[config.mk]
export PLATFORM = sky130hd
export DESIGN_NAME = axi4_mult_slave
export DESIGN_NICKNAME = d
export VERILOG_FILES = /design/src/rtl/axi4_mult_pkg.sv /design/src/rtl/seq_mult.sv /design/src/rtl/axi4_mult_slave.sv
export SDC_FILE = /design/constraint.sdc
export NUM_CORES = 1
export LEC_CHECK = 0
export BUFFER_PORTS_ARGS = -buffer_cell sky130_fd_sc_hd__buf_2
export CAP_MARGIN = 20
export CORE_AREA = 2 2 229 231
export CTS_CLUSTER_DIAMETER = 80
export CTS_CLUSTER_SIZE = 28
export DETAILED_ROUTE_END_ITERATION = 10
export DIE_AREA = 0 0 231 233
export PLACE_DENSITY_LB_ADDON = 0.3
export SLEW_MARGIN = 20
export SYNTH_ARGS = -nofsm -noshare
export SYNTH_HDL_FRONTEND = slang
export SYNTH_SLANG_ARGS = --single-unit
[constraint.sdc]
create_clock -name clk -period 5.4 [get_ports clk]
set_input_delay 0.81 -clock clk [delete_from_list [all_inputs] [get_ports clk]]
set_output_delay 0.81 -clock clk [all_outputs]
set_load 0.01 [all_outputs]
[src/rtl/axi4_mult_pkg.sv]
// Shared types and constants for the AXI4-style multiplier slave.
// Holds the write/read FSM state encodings, response codes, the address
// map and helpers that derive beat counts from operand and beat widths.
package axi4_mult_pkg;

  typedef enum logic [1:0] {
    W_IDLE = 2'd0,
    W_DATA = 2'd1,
    W_RESP = 2'd2
  } wstate_t;

  typedef enum logic {
    R_IDLE = 1'b0,
    R_DATA = 1'b1
  } rstate_t;

  localparam logic RESP_OK  = 1'b1;
  localparam logic RESP_ERR = 1'b0;

  localparam int ADDR_A   = 0;
  localparam int ADDR_B   = 1;
  localparam int ADDR_RES = 0;

  // Beats needed to carry one operand.
  function automatic int op_beats(input int sz, input int dsz);
    return sz / dsz;
  endfunction

  // Beats needed to carry the double-width product.
  function automatic int res_beats(input int sz, input int dsz);
    return (2 * sz) / dsz;
  endfunction

endpackage

[src/rtl/seq_mult.sv]
// Unsigned shift-add multiplier, one partial product per clock.
// Ports:
//   clk, _rst : clock and synchronous active-low reset
//   start     : load a/b and begin (ignored while busy)
//   a, b      : SZ-bit unsigned operands
//   busy      : computation in flight
//   done      : one-cycle pulse, high in the cycle before p takes the result
//   p         : 2*SZ-bit product register
// Timing: start seen at edge S, SZ iteration edges, p written at S+SZ+1.
module seq_mult #(
  parameter int SZ = 32
) (
  input  logic            clk,
  input  logic            _rst,
  input  logic            start,
  input  logic [SZ-1:0]   a,
  input  logic [SZ-1:0]   b,
  output logic            busy,
  output logic            done,
  output logic [2*SZ-1:0] p
);

  localparam int CW = $clog2(SZ + 1);

  logic [2*SZ-1:0] mcand;
  logic [2*SZ-1:0] acc;
  logic [SZ-1:0]   mplier;
  logic [CW-1:0]   count;

  // Final write-back cycle: iterations exhausted, result about to land in p.
  assign done = busy && (count == '0);

  always_ff @(posedge clk) begin
    if (!_rst) begin
      mcand  <= '0;
      acc    <= '0;
      mplier <= '0;
      count  <= '0;
      busy   <= 1'b0;
      p      <= '0;
    end else if (!busy) begin
      if (start) begin
        mcand  <= {{SZ{1'b0}}, a};
        mplier <= b;
        acc    <= '0;
        count  <= CW'(SZ);
        busy   <= 1'b1;
      end
    end else if (count != '0) begin
      if (mplier[0]) acc <= acc + mcand;
      mcand  <= mcand << 1;
      mplier <= mplier >> 1;
      count  <= count - CW'(1);
    end else begin
      p    <= acc;
      busy <= 1'b0;
    end
  end

endmodule

[src/rtl/axi4_mult_slave.sv]
// AXI4-style slave wrapping a sequential multiplier.
// Write address 0/1 loads operand A/B as an SZ/DSZ-beat burst; once both
// operands are fresh the multiplier runs and the 2*SZ-bit product can be
// read from read address 0 as a 2*SZ/DSZ-beat burst, low beat first.
// Ports:
//   clk, _rst          : clock, synchronous active-low reset
//   aw*/w*/b*          : write address, write data, write response
//   ar*/r*             : read address, read data (bresp/rresp 1 = ok)
// Handshake: every channel transfers on a rising edge where valid and ready
// are both high; the source holds valid and payload steady until then.
// All outputs are driven straight from flops.
module axi4_mult_slave
  import axi4_mult_pkg::*;
#(
  parameter int SZ  = 32,
  parameter int ASZ = 2,
  parameter int DSZ = 8
) (
  input  logic           clk,
  input  logic           _rst,
  input  logic [ASZ-1:0] awaddr,
  input  logic           awvalid,
  output logic           awready,
  input  logic [DSZ-1:0] wdata,
  input  logic           wvalid,
  output logic           wready,
  input  logic           wlast,
  output logic           bresp,
  output logic           bvalid,
  input  logic           bready,
  input  logic [ASZ-1:0] araddr,
  input  logic           arvalid,
  output logic           arready,
  output logic [DSZ-1:0] rdata,
  output logic           rvalid,
  input  logic           rready,
  output logic           rlast,
  output logic           rresp
);

  localparam int OPB = op_beats(SZ, DSZ);
  localparam int RSB = res_beats(SZ, DSZ);
  localparam int WCW = $clog2(OPB + 1);
  localparam int RCW = $clog2(RSB + 1);

  wstate_t         w_state;
  logic [ASZ-1:0]  w_addr;
  logic [WCW-1:0]  w_cnt;
  logic [SZ-1:0]   shadow;
  logic [SZ-1:0]   merged;
  logic [SZ-1:0]   op_a;
  logic [SZ-1:0]   op_b;
  logic            a_new;
  logic            b_new;
  logic            res_valid;
  logic            w_fire;
  logic            w_ok;
  logic            commit_a;
  logic            commit_b;
  logic            start;
  logic            mult_busy;
  logic            mult_done;
  logic [2*SZ-1:0] product;

  rstate_t         r_state;
  logic [2*SZ-1:0] r_buf;
  logic [RCW-1:0]  r_beat;
  logic            rd_ok;

  // Shadow with the current beat folded in, so the last beat can commit
  // the whole operand on the same edge. w_cnt saturates at OPB, which
  // drops any surplus beats.
  always_comb begin
    merged = shadow;
    if (w_cnt < WCW'(OPB)) merged[int'(w_cnt) * DSZ +: DSZ] = wdata;
  end

  assign w_fire   = (w_state == W_DATA) && wvalid && wready;
  assign w_ok     = (w_addr <= ASZ'(ADDR_B)) && (w_cnt == WCW'(OPB - 1));
  assign commit_a = w_fire && wlast && w_ok && (w_addr == ASZ'(ADDR_A));
  assign commit_b = w_fire && wlast && w_ok && (w_addr == ASZ'(ADDR_B));
  assign start    = a_new && b_new && !mult_busy;
  assign rd_ok    = (araddr == ASZ'(ADDR_RES));

  always_ff @(posedge clk) begin
    if (!_rst) begin
      w_state <= W_IDLE;
      awready <= 1'b0;
      wready  <= 1'b0;
      bvalid  <= 1'b0;
      bresp   <= 1'b0;
      w_addr  <= '0;
      w_cnt   <= '0;
      shadow  <= '0;
      op_a    <= '0;
      op_b    <= '0;
    end else begin
      case (w_state)
        W_IDLE: begin
          awready <= 1'b1;
          if (awvalid && awready) begin
            w_addr  <= awaddr;
            w_cnt   <= '0;
            awready <= 1'b0;
            wready  <= 1'b1;
            w_state <= W_DATA;
          end
        end
        W_DATA: begin
          if (wvalid && wready) begin
            shadow <= merged;
            if (w_cnt != WCW'(OPB)) w_cnt <= w_cnt + WCW'(1);
            if (wlast) begin
              wready  <= 1'b0;
              bvalid  <= 1'b1;
              bresp   <= w_ok ? RESP_OK : RESP_ERR;
              if (commit_a) op_a <= merged;
              if (commit_b) op_b <= merged;
              w_state <= W_RESP;
            end
          end
        end
        W_RESP: begin
          if (bready) begin
            bvalid  <= 1'b0;
            bresp   <= 1'b0;
            awready <= 1'b1;
            w_state <= W_IDLE;
          end
        end
        default: w_state <= W_IDLE;
      endcase
    end
  end

  // Fresh-operand flags. A commit landing on the start edge re-arms its
  // flag, so the start clear must come first.
  always_ff @(posedge clk) begin
    if (!_rst) begin
      a_new     <= 1'b0;
      b_new     <= 1'b0;
      res_valid <= 1'b0;
    end else begin
      if (start) begin
        a_new <= 1'b0;
        b_new <= 1'b0;
      end
      if (commit_a) a_new <= 1'b1;
      if (commit_b) b_new <= 1'b1;
      if (mult_done) res_valid <= 1'b1;
    end
  end

  seq_mult #(.SZ(SZ)) u_mult (
    .clk   (clk),
    ._rst  (_rst),
    .start (start),
    .a     (op_a),
    .b     (op_b),
    .busy  (mult_busy),
    .done  (mult_done),
    .p     (product)
  );

  // Read side: the product is copied into r_buf at AR time and shifted out,
  // so a later product update cannot reach a burst already in progress.
  always_ff @(posedge clk) begin
    if (!_rst) begin
      r_state <= R_IDLE;
      arready <= 1'b0;
      rvalid  <= 1'b0;
      rlast   <= 1'b0;
      rresp   <= 1'b0;
      rdata   <= '0;
      r_buf   <= '0;
      r_beat  <= '0;
    end else begin
      case (r_state)
        R_IDLE: begin
          // res_valid | mult_done lets arready rise with res_valid.
          arready <= res_valid || mult_done;
          if (arvalid && arready) begin
            arready <= 1'b0;
            rvalid  <= 1'b1;
            rresp   <= rd_ok ? RESP_OK : RESP_ERR;
            rdata   <= rd_ok ? product[DSZ-1:0] : '0;
            r_buf   <= rd_ok ? (product >> DSZ) : '0;
            r_beat  <= '0;
            rlast   <= (RSB == 1);
            r_state <= R_DATA;
          end
        end
        R_DATA: begin
          if (rready) begin
            if (rlast) begin
              rvalid  <= 1'b0;
              rlast   <= 1'b0;
              rresp   <= 1'b0;
              rdata   <= '0;
              arready <= res_valid || mult_done;
              r_state <= R_IDLE;
            end else begin
              rdata  <= r_buf[DSZ-1:0];
              r_buf  <= r_buf >> DSZ;
              r_beat <= r_beat + RCW'(1);
              rlast  <= (r_beat == RCW'(RSB - 2));
            end
          end
        end
        default: r_state <= R_IDLE;
      endcase
    end
  end

endmodule

==> flow_metrics.tcl <==
set metrics [dict create \
    status "finished, final reports clean" \
    io_pins 36 \
    nNetsFinal 2314 \
    cts_resized 0 \
    drtIter0Drc 1146 \
    cts-hold-fix-buffers 0 \
    crit_type "reg2reg" \
    cp_max_fo 5 \
    via_per_inst 5.67 \
    clk-insertion-delay-late_ns 0.59 \
    area_growth_pct 7.82 \
    drtPass1Iterations 5 \
    p_sw_uw 1370 \
    core_area_sq_mm 0.0511 \
    tightest_slew_ns 1.08 \
    clockRootBuffer "clkbuf_16" \
    maxCapViolCount 0 \
    numCtsBuffers 27 \
    hpwl_mm 36.5 \
    final.min_clock_period_ns 3.76 \
    crit_path_cell_trace "ha_1 > inv_1 > fa_1 > nor2b_1 > o2111ai_1 > a211oi_1 > o211ai_1 > o21ai_1 > a2bb2oi_1 > a21oi_1 > o21ai_1 > mux2i_1 > o21ai_1" \
    track_usage_pct 18.9 \
    rsz0062_at_grt "false" \
    vias 16532 \
    yosysTopAreaCellShare_pct 40.8 \
    leakage_uw 0.0102 \
    cts_tree "built" \
    worstPathRequired_ns 5.87 \
    drc 0 \
    finalSetupViolations 0 \
    final_cell_mix "467 x nand2_1, 412 x dfxtp_1, 198 x o211a_1" \
    postCtsSetupBuffers 0 \
    cts_max_path_buffers 3 \
    clock_skew_ns 0.0243 \
    syn_inst 2313 \
    ys_ff_latch 414 \
    seq_area_frac_synth_pct 40.8 \
    syn_avg_cell_area_sq_um 8.78 \
    totalNegativeSetupSlack_ns 0 \
    slew_headroom_pct 28.2 \
    power_frac_comb_pct 2.4 \
    drive_above_1_share_pct 5.59 \
    cts.reportedPaths.clkPinSlew_ns 0.08 \
    crit_arrival_ns 4.22 \
    slew_viol_final 0 \
    ir_drop_mv 0.275 \
    grt_pass1_wl_mm 83.4 \
    ys.flop_type "dfxtp_1" \
    power_density_mw_per_mm2 253 \
    start_kind "register" \
    numClockSinks 414 \
    post-route-period-util_pct 69.5 \
    seqPwrFrac_pct 55.3 \
    synthesis.nets 2408 \
    p_int_uw 4170 \
    die_h_microns 233 \
    hold_viol 0 \
    endpoint_kind "register" \
    stdcell_count 2918 \
    fmax_ghz 0.266 \
    synth_cell_types 66 \
    start_util_pct 39.8 \
    ant_nets 0 \
    antenna_found_initial 0 \
    grt_pass1_vias 15213 \
    placed_cells_incl_taps 2870 \
    portBuffers 35 \
    cp_slowest_cell "o21ai_1" \
    crit_path_frequent_cell "o21ai_1" \
    wl_mm 52.7 \
    grt-ovfl-total 0 \
    netlist_area_sq_mm 0.0203 \
    final_common_cell "nand2_1" \
    yosysTopAreaCell "dfxtp_1" \
    async_flop_share_pct 0 \
    p_clk_share_pct 42.4 \
    synth_edf_count 0 \
    switching_share_pct 24.7 \
    cts_max_level 1 \
    critical_path_buf_inv_count 1 \
    synthTopCellsByArea "dfxtp_1 41%, o211a_1 9.8%, nand2_1 8.7%" \
    dieArea_sq_mm 0.0538 \
    wl_per_cell_microns 18.1 \
    gp_congestion 0.964 \
    critPathTopFamily "compound AO/OA/AOI/OAI gates" \
    dieWidth_microns 231 \
    yosys_warnings 0 \
    worstHoldPathType "reg2reg" \
    grt_max_degree 110 \
    diodes 0 \
    rows 83 \
    max_stage_delay_ns 0.47 \
]
==> power by group through the flow <==
stage,Sequential [uW],Combinational (uW),Clock (uW)
final,3060,132,2350
after global routing,3060,142,2510
after CTS,3060,132,2420
after detailed placement,3130,131,0
after global placement,3130,130,0
after floorplan,3130,87.3,0
==> metrics by stage <==
stage	utilization, %	instance area [sq um]	worst slack [ns]	total power [uW]	hold slack, ns
after global placement	40.9	20900	1.38	3260	0.443
after CTS	42.9	21900	1.70	5610	0.444
final	42.9	21900	1.64	5540	0.468
after detailed placement	40.9	20900	1.74	3260	0.452
after global routing	42.9	21900	1.46	5720	0.465
after floorplan	-	20300	2.53	3220	0.435
==> tightest hold or removal path, stage by stage, from the launching register on <==
cell	delay (ns)
dfxtp_1	0.32
nand2_1	0.05
a21boi_0	0.06
==> logic make-up (layout without fill, tap and decap cells) <==
kind of cell	count (synthesis)	after routing	share of synthesized area (%)
and+or+nand+nor	773	773	16.8
AOI/OAI and AO/OA	717	717	27.6
DFF	414	414	40.8
buffers and inverters	195	120	3.62
muxes	78	78	3.84
adders and majority gates	75	75	4.66
xor gates and xnor gates	61	61	2.63
==> cell usage after synthesis, types with 21 or more instances <==
cell type and instances:
o21ai_0 37, a21o_1 31, nand3_1 75, a21boi_0 107, nor2b_1 35, nand4_1 21
clkbuf_1 157, and3_1 26, a22oi_1 28, o211a_1 198, a21oi_1 99, a21boi_1 28
xor2_1 27, mux2i_1 78, o21ai_1 45, nor2_1 68, xnor2_1 34, nand2_1 469
a221o_1 51, ha_1 74, dfxtp_1 414
==> final cells by class <==
| cell class | count | area, sq um |
|---|---|---|
| Fill cell | 5097 | 29200 |
| Sequential cell | 414 | 8300 |
| Multi-Input combinational cell | 1704 | 11400 |
| Clock inverter | 18 | 308 |
| Timing Repair Buffer | 55 | 335 |
| Inverter | 17 | 63.8 |
| Tap cell | 680 | 851 |
| Clock buffer | 30 | 687 |
==> path summary, 6_finish.rpt <==
kind                                 startpoint             end  slack, ns  cells after the start
worst min register to register     u_mult.p[16]    u_mult.p[16]       0.47                      2
worst min-delay path               u_mult.p[16]    u_mult.p[16]       0.47                      2
worst max-delay path            u_mult.mcand[0]  u_mult.acc[60]       1.64                     13
worst max register to register  u_mult.mcand[0]  u_mult.acc[60]       1.64                     13
==> layer usage <==
| layer | up-vias | GRT usage, % | part of all wire, % |
|---|---|---|---|
| li1 | 8181 | - | - |
| met1 | 7942 | 27.2 | 49 |
| met2 | 341 | 30.4 | 44 |
| met3 | 68 | 1.94 | 4.3 |
| met4 | 0 | 4.17 | 2.1 |
| met5 | - | 0 | 0 |
==> state kept, by name, indices dropped and copies added (netlist names), 2 cells and up <==
register       flops
u_mult.p          64
op_a              32
r_buf             56
u_mult.mplier     32
w_cnt              3
w_addr             2
w_state            2
shadow            32
u_mult.acc        64
u_mult.count       6
r_beat             4
op_b              32
rdata              8
u_mult.mcand      64
Power figures use the tool's default switching activity.
